`config.mk`:
```
export PLATFORM = sky130hd
export DESIGN_NAME = muldiv_ctrl
export DESIGN_NICKNAME = d
export VERILOG_FILES = /design/src/rtl/muldiv_pkg.sv /design/src/rtl/muldiv_iter.sv /design/src/rtl/muldiv_ctrl.sv
export SDC_FILE = /design/constraint.sdc
export NUM_CORES = 1
export LEC_CHECK = 0
export CAP_MARGIN = 10
export CORE_UTILIZATION = 40
export DETAILED_ROUTE_END_ITERATION = 10
export DONT_BUFFER_PORTS = 1
export PLACE_DENSITY = 0.56
export SETUP_SLACK_MARGIN = 0.05
export SYNTH_ARGS = -nofsm -noshare
export SYNTH_HDL_FRONTEND = slang
export SYNTH_SLANG_ARGS = --single-unit
```
`constraint.sdc`:
```
create_clock -name clk -period 11.6 [get_ports clk]
set_input_delay 2.32 -clock clk [delete_from_list [all_inputs] [get_ports clk]]
set_output_delay 2.32 -clock clk [all_outputs]
set_load 0.02 [all_outputs]
```
`src/rtl/muldiv_pkg.sv`:
```
// muldiv_pkg: shared op/state encodings and sizing for the iterative multiply/divide unit.
package muldiv_pkg;
   localparam int W = 32;
   localparam int N = 32;
   localparam int CNT_W = 6;
   typedef enum logic [1:0] {OP_MULT = 2'b00, OP_MULTU = 2'b01, OP_DIV = 2'b10, OP_DIVU = 2'b11} op_t;
   typedef enum logic [1:0] {S_IDLE = 2'b00, S_RUN = 2'b01, S_FIX = 2'b10} state_t;
   function automatic logic is_signed_op(input logic [1:0] op);
      return !op[0];
   endfunction
   function automatic logic is_div_op(input logic [1:0] op);
      return op[1];
   endfunction
endpackage

```
`src/rtl/muldiv_iter.sv`:
```
// muldiv_iter: one radix-2 step, shift-add multiply or restoring divide on a {upper,lower} accumulator.
// The divide path exists only when MULDIV_DIV_EN is defined.
module muldiv_iter
   import muldiv_pkg::*;
(
`ifdef MULDIV_DIV_EN
   input  logic           is_div,
`endif
   input  logic [2*W-1:0] acc,
   input  logic [W-1:0]   b,
   output logic [2*W-1:0] nxt
);
   logic [W:0] sum;
   logic [2*W-1:0] mul_nxt;
   assign sum = {1'b0, acc[2*W-1:W]} + (acc[0] ? {1'b0, b} : '0);
   assign mul_nxt = {sum, acc[W-1:1]};
`ifdef MULDIV_DIV_EN
   // Partial remainder is 33 bits wide so a borrow shows up in the top bit.
   logic [W:0] rem, diff;
   logic ge;
   assign rem = acc[2*W-1:W-1];
   assign diff = rem - {1'b0, b};
   assign ge = !diff[W];
   assign nxt = is_div ? {(ge ? diff[W-1:0] : rem[W-1:0]), acc[W-2:0], ge} : mul_nxt;
`else
   assign nxt = mul_nxt;
`endif
endmodule

```
`src/rtl/muldiv_ctrl.sv`:
```
// muldiv_ctrl: multi-cycle MULT/MULTU/DIV/DIVU unit with HI/LO registers, flush and mthi/mtlo.
// Define MULDIV_DIV_EN to build the divider; otherwise divide ops complete immediately without writing HI/LO.
module muldiv_ctrl
   import muldiv_pkg::*;
(
   input  logic         clk,
   input  logic         reset,
   input  logic         start,
   input  logic [1:0]   op,
   input  logic [W-1:0] a,
   input  logic [W-1:0] b,
   input  logic         flush,
   input  logic         mt_we,
   input  logic         mt_sel,
   input  logic [W-1:0] mt_data,
   output logic         busy,
   output logic         done,
   output logic [W-1:0] hi,
   output logic [W-1:0] lo
);
`ifdef MULDIV_DIV_EN
   localparam bit DIV_EN = 1'b1;
   logic dsgn;
   logic [W-1:0] a_r, q, r;
`else
   localparam bit DIV_EN = 1'b0;
`endif
   state_t state, state_n;
   logic [CNT_W-1:0] cnt;
   logic [2*W-1:0] acc, nxt, res;
   logic [W-1:0] bmag, amag_in, bmag_in;
   logic neg, div_r, wr;

   assign busy = state != S_IDLE;
   assign amag_in = (is_signed_op(op) && a[W-1]) ? -a : a;
   assign bmag_in = (is_signed_op(op) && b[W-1]) ? -b : b;

   muldiv_iter u_iter (
`ifdef MULDIV_DIV_EN
      .is_div(div_r),
`endif
      .acc(acc),
      .b(bmag),
      .nxt(nxt)
   );

   always_comb begin
      state_n = state;
      if (state != S_IDLE && flush)
         state_n = S_IDLE;
      else if (state == S_IDLE)
         state_n = start ? ((is_div_op(op) && !DIV_EN) ? S_FIX : S_RUN) : S_IDLE;
      else if (state == S_RUN)
         state_n = (cnt == CNT_W'(N - 1)) ? S_FIX : S_RUN;
      else
         state_n = S_IDLE;
   end

   // Sign fixup; divide-by-zero overrides, and the most-negative/-1 case falls out naturally.
   always_comb begin
      res = neg ? -acc : acc;
      wr = 1'b1;
`ifdef MULDIV_DIV_EN
      q = neg ? -acc[W-1:0] : acc[W-1:0];
      r = dsgn ? -acc[2*W-1:W] : acc[2*W-1:W];
      if (div_r)
         res = (bmag == '0) ? {a_r, {W{1'b1}}} : {r, q};
`else
      wr = !div_r;
`endif
   end

   always_ff @(posedge clk or posedge reset) begin
      if (reset) begin
         state <= S_IDLE;
         cnt <= '0;
         done <= 1'b0;
         hi <= '0;
         lo <= '0;
         acc <= '0;
         bmag <= '0;
         neg <= 1'b0;
         div_r <= 1'b0;
`ifdef MULDIV_DIV_EN
         dsgn <= 1'b0;
         a_r <= '0;
`endif
      end else begin
         state <= state_n;
         done <= 1'b0;
         if (state == S_IDLE) begin
            if (start) begin
               acc <= {{W{1'b0}}, amag_in};
               bmag <= bmag_in;
               cnt <= '0;
               neg <= is_signed_op(op) && (a[W-1] ^ b[W-1]);
               div_r <= is_div_op(op);
`ifdef MULDIV_DIV_EN
               dsgn <= is_signed_op(op) && a[W-1];
               a_r <= a;
`endif
            end else if (mt_we) begin
               if (mt_sel)
                  hi <= mt_data;
               else
                  lo <= mt_data;
            end
         end else if (!flush) begin
            if (state == S_RUN) begin
               acc <= nxt;
               cnt <= cnt + CNT_W'(1);
            end else begin
               if (wr)
                  {hi, lo} <= res;
               done <= 1'b1;
            end
         end
      end
   end
endmodule
```
==> key figures <==
Clock network
  – Hold_buf cts: 0
  – Clock Sinks: 171
  – Setup bufs post-CTS: 0
  – CTS Buffer Depth: 2
  – Cts repair resizes: 0
  – CTS Buf Count: 17
  – Clk_lat worst skew: 0.44 ns
  – H-tree depth: 4
  – CTS root buffer: clkbuf_16
  – Clk slew on worst S/H paths: 0.08 ns
  – CTS tree: yes

Critical path
  – Crit path capture type: output pin
  – Type of the worst setup path: flop to output pin
  – CP cell instances: nor2_4 > buf_4 > inv_1 > buf_4
  – CP peak stage delay: 0.47 ns
  – Most frequent CP cell: buf_4
  – Worst Path Arrival: 2.00 ns
  – Critical Path Source Type: flop
  – Slowest library cell on the worst path: dfrtp_1
  – Register-to-Register Path Depth: 14
  – Worst Path Required: 9.28 ns
  – Worst Path Max Fanout: 50

Synthesis
  – Synthesized cell area: 11100 sq um
  – FF+latch count, synth: 171
  – Top FF cell, synth: dfrtp_1
  – Synth Instances: 1299
  – Synth Area per Inst: 8.57 sq um
  – Unique masters post-synth: 60
  – Top post-synthesis cells by count: nand2_1 (178), dfrtp_1 (171), o21ai_0 (152)
  – Top-area cell type share of the netlist area: 38.5%
  – Synth area leaders: dfrtp_1 (38%), o21ai_0 (6.8%), xnor2_1 (6.1%)
  – Seq/Total Area, Yosys: 38.5%
  – Most common cell in the netlist: nand2_1
  – Synth area leader: dfrtp_1
  – Post-synth EDFFs: 0
  – Syn_nets: 1440
  – Ys Warns: 0
  – FFs w/ async S/R, synth: 100%

Place
  – I/O Buffers: 0
  – Dpl ws: 6.87 ns
  – Gp weighted congestion: 0.877
  – Hpwl dp: 24900 um

STA
  – Minimum clock period: 4.32 ns
  – Hold WS: 0.478 ns
  – Worst relative slew slack: 27.2%
  – Fin worst setup slack: 7.28 ns
  – Max Clk Rate: 231 MHz
  – Worst Tran Pin Value: 1.09 ns
  – Fin. Hold Viols: 0
  – # setup viols final: 0
  – Slew Viols, Final: 0
  – Final Cycle Share: 37.2%
  – Unrepaired setup endpoints after global routing: no
  – Setup_tns: 0 ns
  – Clk_skew: 0.0190 ns

Power
  – Clk network pwr share: 26.4%
  – Leak: 5.01 nW
  – Pwr Density: 194 nW/um^2
  – Switching Share: 41.1%
  – Proportion of power drawn by flip-flops and latches: 47.1%
  – Comb pwr share: 26.5%
  – NetSw: 0.965 mW
  – Max rail drop VDD: 97.0 uV
  – Internal: 1.38 mW

GRT
  – Total GRT Usage: 23.3%
  – First-pass GRT wire length: 51100 um
  – Largest net degree at the start of global routing: 99
  – Number of global-route vias before repair: 8755
  – Total global routing overflow: 0
  – Initial antenna violation count: 0

Drt
  – DRT Wirelength: 32700 um
  – Drt drc: 0
  – Drt first pass iters: 5
  – Via density: 5.65
  – Vias: 9280
  – DRT antenna net count: 0
  – Iteration-0 DRC Markers: 800
  – DR WL/cell: 19.9 um

Die
  – Die height: 169 um
  – Initial Util: 41.1%
  – Site row count: 60
  – I/O pin total: 170
  – Core area: 27100 sq um
  – Die W: 169 um
  – Die area: 28500 sq um

Finish
  – Area Overhead vs Synth: 8.52%
  – Share of cells above drive strength 1: 5.28%
  – Antenna diodes: 0
  – Final net count: 1398
  – FILL cells: 2677

Worst hold path
  – HP Class: flop to flop
  – WHS Path Cells: 2

Outcome
  – Status: finished clean

Run
  – Max-cap violations: 0
[power groups by stage]
stage | Sequential, mW | Clock [mW] | Combinational, mW
6_report | 1.11 | 0.619 | 0.622
3_5_place_dp | 1.12 | 0 | 0.624
3_3_place_gp | 1.11 | 0 | 0.613
2_1_floorplan | 1.03 | 0 | 0.494
4_1_cts | 1.11 | 0.630 | 0.626
5_1_grt | 1.13 | 0.653 | 0.704
[kinds of logic after synthesis]
family	after synthesis	synth area share, %
simple gates	449	18.9
compound gates	393	22.8
flops	171	38.5
xor+xnor	148	11.6
buf+inv	93	3.17
fa+ha+maj	37	4.23
mux	8	0.765
[metrics by stage]
| step | total power [mW] | utilization [%] | instance area (sq um) | instances |
|---|---|---|---|---|
| floorplan | 1.53 | - | 11100 | 1299 |
| global placement | 1.72 | 42.3 | 11500 | 1610 |
| detailed placement | 1.74 | 42.3 | 11500 | 1610 |
| CTS | 2.36 | 44.6 | 12100 | 1642 |
| global route | 2.49 | 44.6 | 12100 | 1642 |
| finish | 2.35 | 44.6 | 12100 | 1642 |
[cells in the final DEF, fill, tap and decap left out, types with 7 or more instances in the layout]
master,instances
o31ai_1,67
xor2_1,71
nor2_1,117
o21ai_0,152
nand2_1,177
clkbuf_16,17
a22oi_1,32
ha_1,36
or3_1,18
a21oi_1,45
nor3_1,11
nand2b_1,14
nand3_1,13
o21a_1,7
or4_1,16
o221ai_1,9
and2_1,37
buf_4,12
a21o_1,12
nor2b_1,9
dfrtp_1,170
xnor2_1,77
a221oi_1,8
a22o_1,9
o41ai_1,13
nor4_1,10
inv_1,19
[layer usage]
metal	GRT usage [%]	share of wire, %
met5	0	0
met4	6.17	1.3
met3	5.80	7.5
met2	33.5	42
met1	34.5	49
[registers in the layout (all words and copies together), names as in the netlist]
signal	count
acc	64
bmag	32
hi	32
lo	32
cnt	6
state	2
div_r	1
done	1
neg	1
[final timing paths]
check | start | end | slack, ns
hold reg to reg | bmag[23] | bmag[23] | 0.48
max in group asynchronous | reset | acc[19] | 8.58
setup reg to reg | acc[0] | acc[61] | 7.82
min in group asynchronous | reset | lo[25] | 1.75
hold / removal | bmag[23] | bmag[23] | 0.48
setup / recovery | state[0] | busy | 7.28
[area by class of cell]
type	instances	area [sq um]	share of cell area [%]
clock inverters	14	185	1.53
inverters	20	80.1	0.663
clock buffers	18	439	3.64
repair buffers	12	90.1	0.746
flip-flops and latches	171	4280	35.4
multi-input cells	1035	6540	54.1
well taps	372	465	3.85
[critical path, delay by kind of cell, from the launching register on]
family,cells,cell delay (ns)
and+or+nand+nor,1,0.13
buffers and inverters,3,0.92
DFF,1,0.47
No activity file was read; power rests on OpenSTA's default activity.
==> variant: new RTL, same flow settings <==
Register the inputs `start`, `b`, `flush`, `mt_we`, `mt_sel` and `mt_data` before use, with the module's reset. The logic sees them one clock later. The other inputs are not delayed to match. Comments in the files are not updated.
--- a/src/rtl/muldiv_ctrl.sv
+++ b/src/rtl/muldiv_ctrl.sv
@@ -18,6 +18,31 @@
    output logic [W-1:0] hi,
    output logic [W-1:0] lo
 );
+
+   logic start_q;
+   logic [W-1:0] b_q;
+   logic flush_q;
+   logic mt_we_q;
+   logic mt_sel_q;
+   logic [W-1:0] mt_data_q;
+
+   always_ff @(posedge clk or posedge reset) begin
+      if (reset) begin
+         start_q   <= '0;
+         b_q       <= '0;
+         flush_q   <= '0;
+         mt_we_q   <= '0;
+         mt_sel_q  <= '0;
+         mt_data_q <= '0;
+      end else begin
+         start_q   <= start;
+         b_q       <= b;
+         flush_q   <= flush;
+         mt_we_q   <= mt_we;
+         mt_sel_q  <= mt_sel;
+         mt_data_q <= mt_data;
+      end
+   end
 `ifdef MULDIV_DIV_EN
    localparam bit DIV_EN = 1'b1;
    logic dsgn;
@@ -33,7 +58,7 @@
 
    assign busy = state != S_IDLE;
    assign amag_in = (is_signed_op(op) && a[W-1]) ? -a : a;
-   assign bmag_in = (is_signed_op(op) && b[W-1]) ? -b : b;
+   assign bmag_in = (is_signed_op(op) && b_q[W-1]) ? -b_q : b_q;
 
    muldiv_iter u_iter (
 `ifdef MULDIV_DIV_EN
@@ -46,10 +71,10 @@
 
    always_comb begin
       state_n = state;
-      if (state != S_IDLE && flush)
+      if (state != S_IDLE && flush_q)
          state_n = S_IDLE;
       else if (state == S_IDLE)
-         state_n = start ? ((is_div_op(op) && !DIV_EN) ? S_FIX : S_RUN) : S_IDLE;
+         state_n = start_q ? ((is_div_op(op) && !DIV_EN) ? S_FIX : S_RUN) : S_IDLE;
       else if (state == S_RUN)
          state_n = (cnt == CNT_W'(N - 1)) ? S_FIX : S_RUN;
       else
@@ -89,23 +114,23 @@
          state <= state_n;
          done <= 1'b0;
          if (state == S_IDLE) begin
-            if (start) begin
+            if (start_q) begin
                acc <= {{W{1'b0}}, amag_in};
                bmag <= bmag_in;
                cnt <= '0;
-               neg <= is_signed_op(op) && (a[W-1] ^ b[W-1]);
+               neg <= is_signed_op(op) && (a[W-1] ^ b_q[W-1]);
                div_r <= is_div_op(op);
 `ifdef MULDIV_DIV_EN
                dsgn <= is_signed_op(op) && a[W-1];
                a_r <= a;
 `endif
-            end else if (mt_we) begin
-               if (mt_sel)
-                  hi <= mt_data;
+            end else if (mt_we_q) begin
+               if (mt_sel_q)
+                  hi <= mt_data_q;
                else
-                  lo <= mt_data;
+                  lo <= mt_data_q;
             end
-         end else if (!flush) begin
+         end else if (!flush_q) begin
             if (state == S_RUN) begin
                acc <= nxt;
                cnt <= cnt + CNT_W'(1);
Behaviour: not the same (a bounded check fails within 4 cycles, from zero or initial values and one cycle with reset high).
==> variant against the unedited design <==
Area after synthesis rose by 19%. Final area rose by 21%. Critical endpoint is now acc[25]. Critical path type is now primary input to register. Register-to-register slack got worse by 570 ps. Routed wire length rose by 12%. Worst setup slack got worse by 33 ps. Critical path depth rose by 3. Sequential cell count rose by 68. Total power rose by 31%.
==> variant: results (changes against the unedited design) <==
share of layout cells above drive strength 1=5.99% (+0.72 points); Worst Clk Skew=21.4 ps (+2.39 ps); status=complete, no violations; CTS resizes=0 (unchanged); WP data arrival=4770 ps (+2770 ps); r2r startpoint=acc[0]; HP Class=register to register; Post-DP HPWL=27.4 mm (+10%); DR vias=10400 (+12%); DR WL/cell=19.3 µm (-3.1%); Clock transition at path regs=60 ps (-20 ps); sequential area share after synthesis=45.3% (+6.8 points); Setup Fix Bufs, Post-CTS=0 (unchanged); initial DRC count=636 (-21%); synth unique cells=65 (+8.3%); Max rail drop VDD=0.000118 V (+21%); number of flip-flops in the largest register=64 (unchanged); vias per cell=5.50 (-2.7%); min-delay src=bmag[19]; FILL cells=3261 (+22%); PortBufs=0 (unchanged); largest cells by area after synthesis=dfrtp_1 (45%), nand2_1 (5.8%), o21ai_0 (5.5%); Syn Area/Cell=9.01 µm² (+5.2%); setup TNS=0 ps (unchanged); slew of the pin with the lowest slew margin=1190 ps (+101 ps); drt pass-1 iters=5 (unchanged); DP Area=13600 µm² (+19%); antenna violations before repair=0 (unchanged); RePlAce Congestion=0.920 (+4.9%); routing usage on met3=4.38% (-1.4 points); nets@finish=1571 (+12%); H-tree Lvls=1 (-3); CTS Buffer Depth=3 (+1); Synth top cells by count=dfrtp_1 (239), nand2_1 (204), o21ai_0 (145); YS warnings=0 (unchanged); clk root buf=clkbuf_16; ys async rst share=100% (unchanged); GR Util met2=33.5% (about the same); Worst Setup SP=a[5]; Total GRT Usage=22.2% (-1.1 points); Biggest register=acc; leakage power=6.28 nW (+25%); largest net degree at the start of global routing=118 (+19%); first-pass GRT wire length=58.2 mm (+14%); met1 Use GR=32.1% (-2.3 points); critical-path maximum fanout=5 (-90%); clock latency on the worst-skew pair=560 ps (+120 ps); number of CTS-inserted buffers=28 (+11); P per Cell Area=211 nW/µm² (+8.4%); Cell Count Post-Placement=1842 (+14%)
-- variant: kinds of logic (layout without fill, tap and decap cells) --
family / count (synthesis) / count (layout) / synth area share [%]
xor gates and xnor gates: 146 / 146 / 9.68
adders and majority gates: 37 / 37 / 3.56
buffers and inverters: 98 / 84 / 2.79
muxes: 3 / 3 / 0.237
DFF: 239 / 239 / 45.3
and+or+nand+nor: 510 / 510 / 18.3
AOI/OAI and AO/OA: 433 / 433 / 20.2
other: 0 / 1 / 0
-- variant: report_power, final --
| part | switching [W] | leakage [nW] | total [W] | internal, W |
|---|---|---|---|---|
| logic | 0.000454 | 2.82 | 0.000751 | 0.000297 |
| clock network | 0.000359 | 0.496 | 0.000951 | 0.000592 |
| registers | 0.000352 | 2.96 | 0.00137 | 0.00102 |
| total | 0.00117 | 6.28 | 0.00308 | 0.00191 |
-- variant: layer usage --
layer	vias up	share of wire [%]	wire length, µm
met4	0	2.6	939
met5	-	0	0
li1	5097	-	-
met2	310	43	15600
met1	4965	48	17500
met3	52	6.7	2460
-- variant: cell type report --
| class | count | area share (%) |
|---|---|---|
| inverter | 21 | 0.591 |
| timing repair buffer | 11 | 0.565 |
| clock buffer | 36 | 5.42 |
| tap | 442 | 3.79 |
| antenna | 1 | 0.0171 |
| sequential | 239 | 41.0 |
| clock inverter | 16 | 1.49 |
| multi-input combinational | 1129 | 47.2 |
-- variant: worst max-delay path, stage by stage --
cell and delay [ps]:
or4_1 580, or3_1 460, nor4_1 640, nand2_1 170
o41ai_1 330, xor2_1 180, o21ai_0 90
-- variant: stage by stage --
step	setup slack, ps	power, W
floorplan	2720	0.00188
global placement	6660	0.00213
detailed placement	6640	0.00214
CTS	7230	0.00311
global route	6830	0.00327
finish	7250	0.00308
-- variant: path summary, 6_finish.rpt --
kind                            depth (start not counted)  endpoint  slack (ps)
worst max register to register                         13   acc[62]        7250
worst min-delay path                                    2  bmag[19]         470
worst max-delay path                                    7   acc[25]        7250
max in group asynchronous                               3     lo[2]        7720
worst min register to register                          2  bmag[19]         470
min in group asynchronous                               1  state[0]        1760
